File: config.mk
export PLATFORM = sky130hd
export DESIGN_NAME = eq_check_arbiter
export DESIGN_NICKNAME = d
export VERILOG_FILES = /design/src/rtl/eq_check_arbiter_pkg.sv /design/src/rtl/eq_sat_counter.sv /design/src/rtl/eq_check_arbiter.sv
export SDC_FILE = /design/constraint.sdc
export NUM_CORES = 1
export LEC_CHECK = 0
export CORE_ASPECT_RATIO = 1.25
export CORE_MARGIN = 2
export CORE_UTILIZATION = 50
export CTS_BUF_LIST = sky130_fd_sc_hd__clkbuf_4
export DETAILED_ROUTE_END_ITERATION = 12
export PLACE_DENSITY = 0.92
export SYNTH_ARGS = -nofsm -noshare
export SYNTH_HDL_FRONTEND = slang
export SYNTH_HIERARCHICAL = 1
export SYNTH_SLANG_ARGS = --single-unit
export TNS_END_PERCENT = 1
File: constraint.sdc
create_clock -name clk -period 1.9 [get_ports clk]
set_input_delay 0.38 -clock clk [delete_from_list [all_inputs] [get_ports clk]]
set_output_delay 0.38 -clock clk [all_outputs]
set_load 0.005 [all_outputs]
File: src/rtl/eq_check_arbiter_pkg.sv
// Shared types and default sizes for the two-requester equality checker.
// Holds the one-bit arbiter priority state and the default widths.
package eq_check_arbiter_pkg;

  typedef enum logic {
    PRI0 = 1'b0,
    PRI1 = 1'b1
  } arb_state_t;

  localparam int DEF_W     = 1;
  localparam int DEF_CNT_W = 16;

endpackage

File: src/rtl/eq_sat_counter.sv
// Saturating up-counter with synchronous clear; updates one cycle after inc/clr.
// No backpressure: an increment at full scale is silently dropped, clr wins over inc.
module eq_sat_counter
  import eq_check_arbiter_pkg::*;
#(
  parameter int CNT_W = DEF_CNT_W
) (
  input  logic             clk,
  input  logic             rst,
  input  logic             clr,
  input  logic             inc,
  output logic [CNT_W-1:0] cnt
);

  always_ff @(posedge clk) begin
    if (rst || clr) begin
      cnt <= '0;
    end else if (inc && (cnt != {CNT_W{1'b1}})) begin
      cnt <= cnt + 1'b1;
    end
  end

endmodule

File: src/rtl/eq_check_arbiter.sv
// Round-robin arbiter for two operand-pair requesters feeding one equality checker; result latency 1.
// One pair accepted per cycle via combinational ready; results and counters are never backpressured.
module eq_check_arbiter
  import eq_check_arbiter_pkg::*;
#(
  parameter int W     = DEF_W,
  parameter int CNT_W = DEF_CNT_W
) (
  input  logic             clk,
  input  logic             rst,
  input  logic             req0_valid,
  input  logic [W-1:0]     req0_a,
  input  logic [W-1:0]     req0_b,
  output logic             req0_ready,
  input  logic             req1_valid,
  input  logic [W-1:0]     req1_a,
  input  logic [W-1:0]     req1_b,
  output logic             req1_ready,
  input  logic             clr,
  output logic             res_valid,
  output logic             res_id,
  output logic             res_eq,
  output logic [CNT_W-1:0] pass_cnt,
  output logic [CNT_W-1:0] fail_cnt,
  output logic             err_sticky
);

  arb_state_t state, state_nxt;
  logic       gnt0, gnt1;
  logic       res_valid_q, res_id_q, res_eq_q;

  always_ff @(posedge clk) begin
    if (rst) begin
      state <= PRI0;
    end else begin
      state <= state_nxt;
    end
  end

  always_comb begin
    state_nxt = state;
    if (gnt0) begin
      state_nxt = PRI1;
    end else if (gnt1) begin
      state_nxt = PRI0;
    end
  end

  // A lone requester wins regardless of priority; a tie goes to the priority holder.
  always_comb begin
    gnt0 = 1'b0;
    gnt1 = 1'b0;
    if (!rst) begin
      gnt0 = req0_valid && (!req1_valid || (state == PRI0));
      gnt1 = req1_valid && (!req0_valid || (state == PRI1));
    end
  end

  assign req0_ready = gnt0;
  assign req1_ready = gnt1;

  always_ff @(posedge clk) begin
    if (rst) begin
      res_valid_q <= 1'b0;
      res_id_q    <= 1'b0;
      res_eq_q    <= 1'b0;
    end else begin
      res_valid_q <= gnt0 || gnt1;
      if (gnt0) begin
        res_id_q <= 1'b0;
        res_eq_q <= (req0_a == req0_b);
      end else if (gnt1) begin
        res_id_q <= 1'b1;
        res_eq_q <= (req1_a == req1_b);
      end
    end
  end

  // Masking with rst drops a result that is in flight when reset arrives.
  assign res_valid = res_valid_q & ~rst;
  assign res_id    = res_id_q    & ~rst;
  assign res_eq    = res_eq_q    & ~rst;

  eq_sat_counter #(.CNT_W(CNT_W)) u_pass_cnt (
    .clk (clk),
    .rst (rst),
    .clr (clr),
    .inc (res_valid_q && res_eq_q),
    .cnt (pass_cnt)
  );

  eq_sat_counter #(.CNT_W(CNT_W)) u_fail_cnt (
    .clk (clk),
    .rst (rst),
    .clr (clr),
    .inc (res_valid_q && !res_eq_q),
    .cnt (fail_cnt)
  );

  always_ff @(posedge clk) begin
    if (rst || clr) begin
      err_sticky <= 1'b0;
    end else if (res_valid_q && !res_eq_q) begin
      err_sticky <= 1'b1;
    end
  end

endmodule
### Word level (Yosys, flattened, before mapping)

Cells that the tools add are included.

* bits in registers: 37
* input bits: 9
* word-level logic and storage cells: 39

* $add $sub $neg: 2
* eq/ne operators: 4
* multiplexer cells: 6
* bitwise logic cells: 5
* reduce and logical (&&, ||, !) cells: 15

Operators with widths (number)
* $add 16x1->16 const B: 2
* $ne 16x16->1 const B: 2
* $logic_and 1x1->1: 6
* $mux 1: 6
* $logic_or 1x1->1: 4
* $and 1x1->1: 3
* $logic_not 1->1: 3
* $eq 1x1->1: 2
* $not 1->1: 2
* $reduce_bool 2->1: 1
* $reduce_or 2->1: 1

### Longest topological paths before layout

Gate-level depths: netlist of the first run.

* depth in word-level cells: 6
* gate-level depth with buffers: 5
* depth with buffers taken out: 5

### Cells and area by module

The synthesis of the first run kept the hierarchy.

Modules (own cells, without submodules)
* eq_sat_counter: times used 2, cells each 95, area each 847.1 sq um, seq. area each 320.3 sq um
* eq_check_arbiter: times used 1, cells each 30, area each 250.2 sq um, seq. area each 100.1 sq um

### Least setup slack after synthesis of the first run

Ideal clock, no wire load.

* path type: register to register
* start point: register res_valid_q
* end point: register u_fail_cnt.cnt[14]
* data arrival time: 1.591 ns
* required time: 1.830 ns
* setup slack: 0.239 ns
* cell stages (with the launch flop): 6
* path buffers: 0
* clock period less this slack: 1.661 ns
* cell sequence: dfxtp_1 > nor2b_1 > nand4_1 > a41o_1 > or3_1 > a21oi_1

* word-level cells in the longest chain between the ends: 2

Ends and longest elaborated chain
* start: declaration: RTL line eq_check_arbiter.sv:30 `logic res_valid_q, res_id_q, res_eq_q;`
* start signal: assignment: RTL line eq_check_arbiter.sv:68 `res_valid_q <= gnt0 || gnt1;`
* $logic_and 1x1->1: RTL line eq_check_arbiter.sv:96 `.inc (res_valid_q && !res_eq_q),`
* $logic_and 1x1->1: RTL line eq_sat_counter.sv:18 `end else if (inc && (cnt != {CNT_W{1'b1}})) begin`
* end signal: assignment: RTL line eq_sat_counter.sv:19 `cnt <= cnt + 1'b1;`
* end: declaration: RTL line eq_sat_counter.sv:12 `output logic [CNT_W-1:0] cnt`

No other way between the ends.
A chain may end at the register's enable or synchronous reset.

### Worst setup path in the final report of the first run

* start point: register u_fail_cnt.cnt[0]
* end point: register u_fail_cnt.cnt[7]

* word-level cells in the longest chain between the ends: 2

Ends and longest elaborated chain
* parallel branches: the longest is 2 deep, another holds $add 16x1->16

Several ways; the timed one is not identified.

==> metrics.md, run 1 <==
| Metric | Value |
|---|---|
| WL final | `4990 um` |
| Pin count of the biggest net entering global routing | `12` |
| # rows | `25` |
| Setup crit start | `u_fail_cnt/cnt[0]` |
| RD Place Congestion | `0.912` |
| Fin worst setup slack | `99.9 ps` |
| Vias/cell | `6.35` |
| Synth Warn # | `6` |
| Nets@finish | `297` |
| Post-synthesis adder-cell area fraction | `0.0129` |
| Unrepaired setup endpoints after global routing | `false` |
| Required @ worst endpoint | `2200 ps` |
| Layer with the highest usage | `met2` |
| Mux contribution to synthesized area | `0` |
| Critical path arrival | `2100 ps` |
| Worst-Skew Late Latency | `350 ps` |
| Die Span X | `59.8 um` |
| First-pass GRT wire length | `8240 um` |
| Max Clk Rate | `556 MHz` |
| Gr usage total | `0.241` |
| Clock slew at reported path FFs | `110 ps` |
| CTS sink cnt | `37` |
| Fraction of registers with async set or reset after synthesis | `0` |
| Antenna-violating nets left | `0` |
| Netlist Area Pre-Place | `1940 um^2` |
| Dpl hpwl | `3650 um` |
| Routed via count | `2077` |
| Grt met2 use | `0.421` |
| Worst vdd rail ir drop | `0.433 mV` |
| Clk_skew | `12.3 ps` |
| Slew margin rel. | `0.678` |
| Post-synth EDFFs | `0` |
| Routed len/inst | `15.3 um` |
| Initial antenna violation count | `0` |
| Mean Syn Cell Area | `8.84 um^2` |
| Post-CTS Setup Inserts | `0` |
| Synth Area in Simple Gates | `0.334` |
| Top delay family on crit path | `simple AND/OR/NAND/NOR gates` |
| Syn Nets | `231` |
| Post-synthesis sequential area ratio | `0.381` |
| Fillcell total | `292` |
| Primary FF master, synth | `dfxtp_1` |
| Pre-CTS WS | `-144 ps` |
| Crit path max-delay cell type | `or4_4` |
| Ant. Diodes | `0` |
| CTS root buf | `clkbuf_4` |
| CP Capture Type | `register` |
| Htree depth | `2` |
| WS Path Type | `reg2reg` |
| Largest family of logic cells by synthesized area | `simple AND/OR/NAND/NOR gates` |
| Tmin final | `1800 ps` |
| Synth Instances | `220` |
| Share of layout cells above drive strength 1 | `0.150` |
| CTS Buffer Depth | `2` |
| Main area contributors after synthesis | `dfxtp_1 (38%), a21oi_1 (5.1%), a41o_1 (4.1%), and4_1 (3.6%), nor2_1 (3.3%)` |
| CP startpoint kind | `register` |
| Number of global-route vias before repair | `1908` |
| Critical R2R Launch | `u_fail_cnt/cnt[0]` |
| Worst-path fanout max | `5` |
| # DRC | `0` |
| M3 GR Usage | `0.0511` |
| M1 GR Usage | `0.272` |
| Yosys top cell area share | `0.381` |
| Max-cap violations | `0` |
| Post-synth cell types | `37` |
| Detailed Route Iter0 Violations | `164` |
| TritonCTS clock tree | `built` |
| Die H | `73.7 um` |
| Hold Fails Final Rpt | `0` |
| Final setup violation count | `0` |
| Yosys reg bits | `37` |
| Total congestion overflow | `0` |
| Status | `finished, final reports clean` |
| # port buffers | `46` |
| Power Dens Cells | `509 nW/um^2` |
| Synth Area in XOR/XNOR | `0.0360` |
| Initial core utilization | `0.518` |
| Max Slew Vio Count | `0` |
| Slowest stage delay, CP | `620 ps` |
| Worst Path Buf+Inv | `0` |
| Compound-Gate Fraction of Synth Area | `0.210` |
| Total die area | `4410 um^2` |
| Sum Neg Setup Slack | `0 ps` |
| Min-Delay Path Class | `reg2reg` |
| Area Overhead vs Synth | `35.3%` |
| Crit-path cells | `ha_1 > nand3_1 > or4_4 > a31oi_1 > a41o_1` |
| Period utilisation layout | `0.947` |
| CTS Hold Bufs | `0` |
| Leading area contributor after synthesis | `dfxtp_1` |
| Number of CTS-inserted buffers | `5` |
| Core Box Area | `3750 um^2` |
| I/O pins | `47` |
| 1st-pass router iterations | `4` |
| LEAKAGE | `1.02 nW` |
| Slew @ Worst Pin | `481 ps` |
| Hold path startpoint | `res_id_q` |
## synthesized netlist by cell type, drive strengths merged, types with 5 or more instances
cell type   n
o21ai      11
dfxtp      37
and4        8
or3        10
nand3      10
clkbuf      6
nand2      14
xor2        5
o31ai       6
or4         8
a41o        8
a31oi       7
a21oi      20
nor2       17
and2        5
nand4      14
## metal layers
layer	up-vias	part of all wire	wire length, um
met5	-	0	0
met4	0	0.026	131
met3	18	0.056	280
met2	76	0.51	2570
met1	991	0.40	2010
li1	992	-	-
## worst min-delay path: stages (launching register included)
cell and delay [ps]:
dfxtp_1 330, nand2b_1 70, a21oi_1 60
## flip-flops by register name (all words and copies together), names as in the netlist
register	cells
err_sticky	1
res_eq_q	1
res_id_q	1
res_valid_q	1
state	1
u_fail_cnt/cnt	16
u_pass_cnt/cnt	16
## metrics by stage
step	util	instances	hold slack, ps	total power (W)	cell area [um^2]
after floorplan	-	220	442	0.000873	1940
after global placement	0.684	319	467	0.000949	2570
after detailed placement	0.684	319	477	0.000954	2570
after CTS	0.698	327	500	0.00134	2620
after global routing	0.701	327	534	0.00140	2630
final	0.701	327	501	0.00134	2630
## timing repair
item,4_1_cts,5_1_grt
setup endpoints to repair,5,2
gates resized for setup,6,3
endpoints found under the hold margin,0,0
pin swaps,0,0
## path summary, 6_finish.rpt
check	endpoint	slack (ps)	cells after the start
setup / recovery	u_fail_cnt/cnt[7]	100	5
hold reg to reg	res_id_q	500	2
hold / removal	res_id_q	500	2
setup reg to reg	u_fail_cnt/cnt[7]	100	5
## power by group
part | switching (W) | internal [W] | leakage (nW) | total [W]
Clock | 0.000269 | 0.000134 | 0.0300 | 0.000403
Sequential | 0.00000902 | 0.000787 | 0.300 | 0.000796
Combinational | 0.0000645 | 0.0000763 | 0.694 | 0.000141
## layout by cell type, fill, tap and decap left out, types with 3 or more instances in the layout
master,instances
dfxtp_1,36
nand2_1,14
o31ai_1,6
inv_1,4
buf_4,20
nand4_1,10
nand3_1,10
nor3_1,3
dlygate4sd2_1,4
a21oi_1,19
o21ai_0,11
and2_1,5
a31oi_1,7
xor2_1,5
nor2b_1,3
clkbuf_4,5
nor2_1,17
clkdlybuf4s50_1,40
or3_1,10
or4_1,6
xnor2_1,3
and4_1,8
a41o_1,8
## final cells by class
class | count | area, um^2 | share of cell area
clock buffers | 5 | 37.5 | 0.0143
clock inverters | 3 | 12.5 | 0.00476
inverters | 4 | 15.0 | 0.00571
multi-input cells | 172 | 1160 | 0.442
flip-flops and latches | 37 | 742 | 0.282
well taps | 40 | 50.0 | 0.0190
repair buffers | 66 | 611 | 0.232
## kinds of logic after synthesis
kind of cell    count (synthesis)
fa+ha+maj                       2
compound gates                 60
simple gates                  102
buf+inv                        11
flops                          37
xor+xnor                        8
No activity file was read; power rests on OpenSTA's default activity.
==> inputs of run 2 (changes only) <==
--- a/config.mk
+++ b/config.mk
@@ -10,9 +10,9 @@
 export CORE_UTILIZATION = 50
 export CTS_BUF_LIST = sky130_fd_sc_hd__clkbuf_4
 export DETAILED_ROUTE_END_ITERATION = 12
-export PLACE_DENSITY = 0.92
+export DONT_BUFFER_PORTS = 1
+export PLACE_DENSITY = 0.76
 export SYNTH_ARGS = -nofsm -noshare
 export SYNTH_HDL_FRONTEND = slang
 export SYNTH_HIERARCHICAL = 1
 export SYNTH_SLANG_ARGS = --single-unit
-export TNS_END_PERCENT = 1
==> run 2 against run 1 <==
  * Fmax rose by 5.2%
  * Via count fell by 16%
  * Non-clock buffer count fell by 53
  * Register-to-register slack improved by 90 ps
  * Sequential share of layout area rose by 6.9 points
  * Cell count fell by 16%
  * Die area did not move
  * Worst setup slack improved by 89 ps
  * Combinational power fell by 39%
  * Design area fell by 20%
  * First-iteration DRC count fell by 45%
  * Power fell by 3.2%
  * Critical path type unchanged
==> metrics.md, run 2 (synthesis gave the netlist of run 1 again) <==
| Metric | Value |
|---|---|
| Status | `finished, final reports clean (unchanged)` |
| FF-to-FF path depth | `5 (unchanged)` |
| First-pass GRT wire length | `7310 um (was 8240 um)` |
| Total die area | `4410 um^2 (unchanged)` |
| CP startpoint kind | `register (unchanged)` |
| R2R setup slack | `190 ps (was 100 ps)` |
| Critical R2R Launch | `u_pass_cnt/cnt[0] (was u_fail_cnt/cnt[0])` |
| Initial core utilization | `0.518 (unchanged)` |
| Number of CTS-inserted buffers | `5 (unchanged)` |
| TritonCTS clock tree | `built (unchanged)` |
| Worst vdd rail ir drop | `0.479 mV (was 0.433 mV)` |
| Slew @ Worst Pin | `413 ps (was 481 ps)` |
| Total congestion overflow | `0 (unchanged)` |
| Max Slew Vio Count | `0 (unchanged)` |
| Die Span X | `59.8 um (unchanged)` |
| # rows | `25 (unchanged)` |
| Hold path startpoint | `rst (was res_id_q)` |
| Clock slew at reported path FFs | `110 ps (about the same)` |
| Worst R2R End | `u_pass_cnt/cnt[5] (was u_fail_cnt/cnt[7])` |
| CP Capture Type | `register (unchanged)` |
| Max-cap violations | `0 (unchanged)` |
| Htree depth | `2 (unchanged)` |
| Ant. Diodes | `0 (unchanged)` |
| Unrepaired setup endpoints after global routing | `false (unchanged)` |
| Routed len/inst | `16.2 um (was 15.3 um)` |
| Power Dens Cells | `614 nW/um^2 (was 509 nW/um^2)` |
| Post-CTS Setup Inserts | `0 (unchanged)` |
| Detailed Route Iter0 Violations | `91 (was 164)` |
| Slew margin rel. | `0.723 (was 0.678)` |
| Min-Delay Path Class | `in2reg (was reg2reg)` |
| Non-filler cells, final | `274 (was 327)` |
| CTS sink cnt | `37 (unchanged)` |
| Worst hold path depth | `1 (was 2)` |
| Hold Fails Final Rpt | `0 (unchanged)` |
| Placed insts | `266 (was 319)` |
| Critical path arrival | `2000 ps (was 2100 ps)` |
| Worst-Skew Late Latency | `340 ps (was 350 ps)` |
| CTS root buf | `clkbuf_4 (unchanged)` |
| Fin worst setup slack | `189 ps (was 99.9 ps)` |
| Most frequent cells in the layout | `dfxtp_1 (37), a21oi_1 (20), nor2_1 (17), nand2_1 (14), buf_4 (13) (was clkdlybuf4s50_1 (40), dfxtp_1 (36), buf_4 (20), a21oi_1 (19), nor2_1 (17))` |
| Antenna-violating nets left | `0 (unchanged)` |
| Area Overhead vs Synth | `8.56% (was 35.3%)` |
| 1st-pass router iterations | `4 (unchanged)` |
| Period utilisation layout | `0.900 (was 0.947)` |
| Top flop regs | `u_fail_cnt/cnt x16, u_pass_cnt/cnt x16 (unchanged)` |
| Initial antenna violation count | `0 (unchanged)` |
| Commonest non-fill, non-tap cell in the layout | `dfxtp_1 (was clkdlybuf4s50_1)` |
| WHS Endpoint | `res_id_q (unchanged)` |
| RD Place Congestion | `0.836 (was 0.912)` |
| Die H | `73.7 um (unchanged)` |
| Clk_skew | `6.43 ps (was 12.3 ps)` |
| WL final | `4450 um (was 4990 um)` |
| Setup crit start | `u_pass_cnt/cnt[0] (was u_fail_cnt/cnt[0])` |
| Post-CTS Resized | `0 (was 6)` |
| Routed via count | `1736 (was 2077)` |
| Vias/cell | `6.34 (was 6.35)` |
| Number of global-route vias before repair | `1679 (was 1908)` |
| Worst-path fanout max | `5 (unchanged)` |
| Core Box Area | `3750 um^2 (unchanged)` |
| Final setup violation count | `0 (unchanged)` |
| Dpl hpwl | `3250 um (was 3650 um)` |
| # DRC | `0 (unchanged)` |
| Share of layout cells above drive strength 1 | `0.150 (about the same)` |
| Nets@finish | `244 (was 297)` |
| Required @ worst endpoint | `2190 ps (was 2200 ps)` |
| I/O pins | `47 (unchanged)` |
| Tmin final | `1710 ps (was 1800 ps)` |
| Pin count of the biggest net entering global routing | `16 (was 12)` |
| WS Path Type | `reg2reg (unchanged)` |
| Sum Neg Setup Slack | `0 ps (unchanged)` |
| CTS Hold Bufs | `0 (unchanged)` |
| LEAKAGE | `0.796 nW (was 1.02 nW)` |
| CTS Buffer Depth | `2 (unchanged)` |
| Max Clk Rate | `585 MHz (was 556 MHz)` |
| # port buffers | `0 (was 46)` |
| Pre-CTS WS | `238 ps (was -144 ps)` |
| Gr usage total | `0.215 (was 0.241)` |
[run 2: changes by cell type in the layout (fill, tap and decap cells not counted), moves of 2 or more]
cell and delta:
dlygate4sd2_1 -4, buf_4 -7, dlymetal6s2s_1 -2, clkinv_1 -2, clkdlybuf4s50_1 -40
[run 2: where the power goes]
| part | switching (W) | internal (W) | total (W) |
|---|---|---|---|
| combinational | 0.0000487 | 0.0000371 | 0.0000858 |
| sequential | 0.00000646 | 0.000787 | 0.000793 |
| clock | 0.000262 | 0.000155 | 0.000417 |
[run 2: area by class of cell]
class	instances	area [um^2]
fillers	362	1640
multi-input cells	172	1150
well taps	40	50.0
repair buffers	13	97.6
flip-flops and latches	37	741
inverters	4	15.0
clock buffers	6	45.0
clock inverters	2	10.0
[run 2: layer usage]
layer	global-route usage	share of wire	vias up	wire (um)
li1	-	-	879	-
met1	0.208	0.39	817	1740
met2	0.397	0.54	34	2410
met3	0.0792	0.056	6	247
met4	0.0889	0.012	0	55
met5	0	0	-	0
[run 2: through the flow]
step                utilization  total power [W]  instance area [um^2]  hold slack [ps]
finish                    0.562          0.00130                  2110             95.6
floorplan                     -         0.000873                  1940              442
detailed placement        0.548         0.000897                  2060              457
CTS                       0.562          0.00131                  2110             77.3
global route              0.562          0.00136                  2110             65.0
global placement          0.548         0.000896                  2060              449
[run 2: worst max path at each step]
stage,to,cells past startpoint
2_1_floorplan,u_fail_cnt/cnt[14],5
3_3_place_gp,u_fail_cnt/cnt[5],3
3_5_place_dp,u_fail_cnt/cnt[7],4
4_1_cts,u_fail_cnt/cnt[7],4
5_1_grt,u_fail_cnt/cnt[7],4
6_report,u_pass_cnt/cnt[5],5
[run 2: worst max-delay path, stage by stage (launching register included)]
cell	delay, ps
dfxtp_1	350
ha_1	180
nand3_1	200
or4_4	630
a31oi_1	190
a41o_1	110
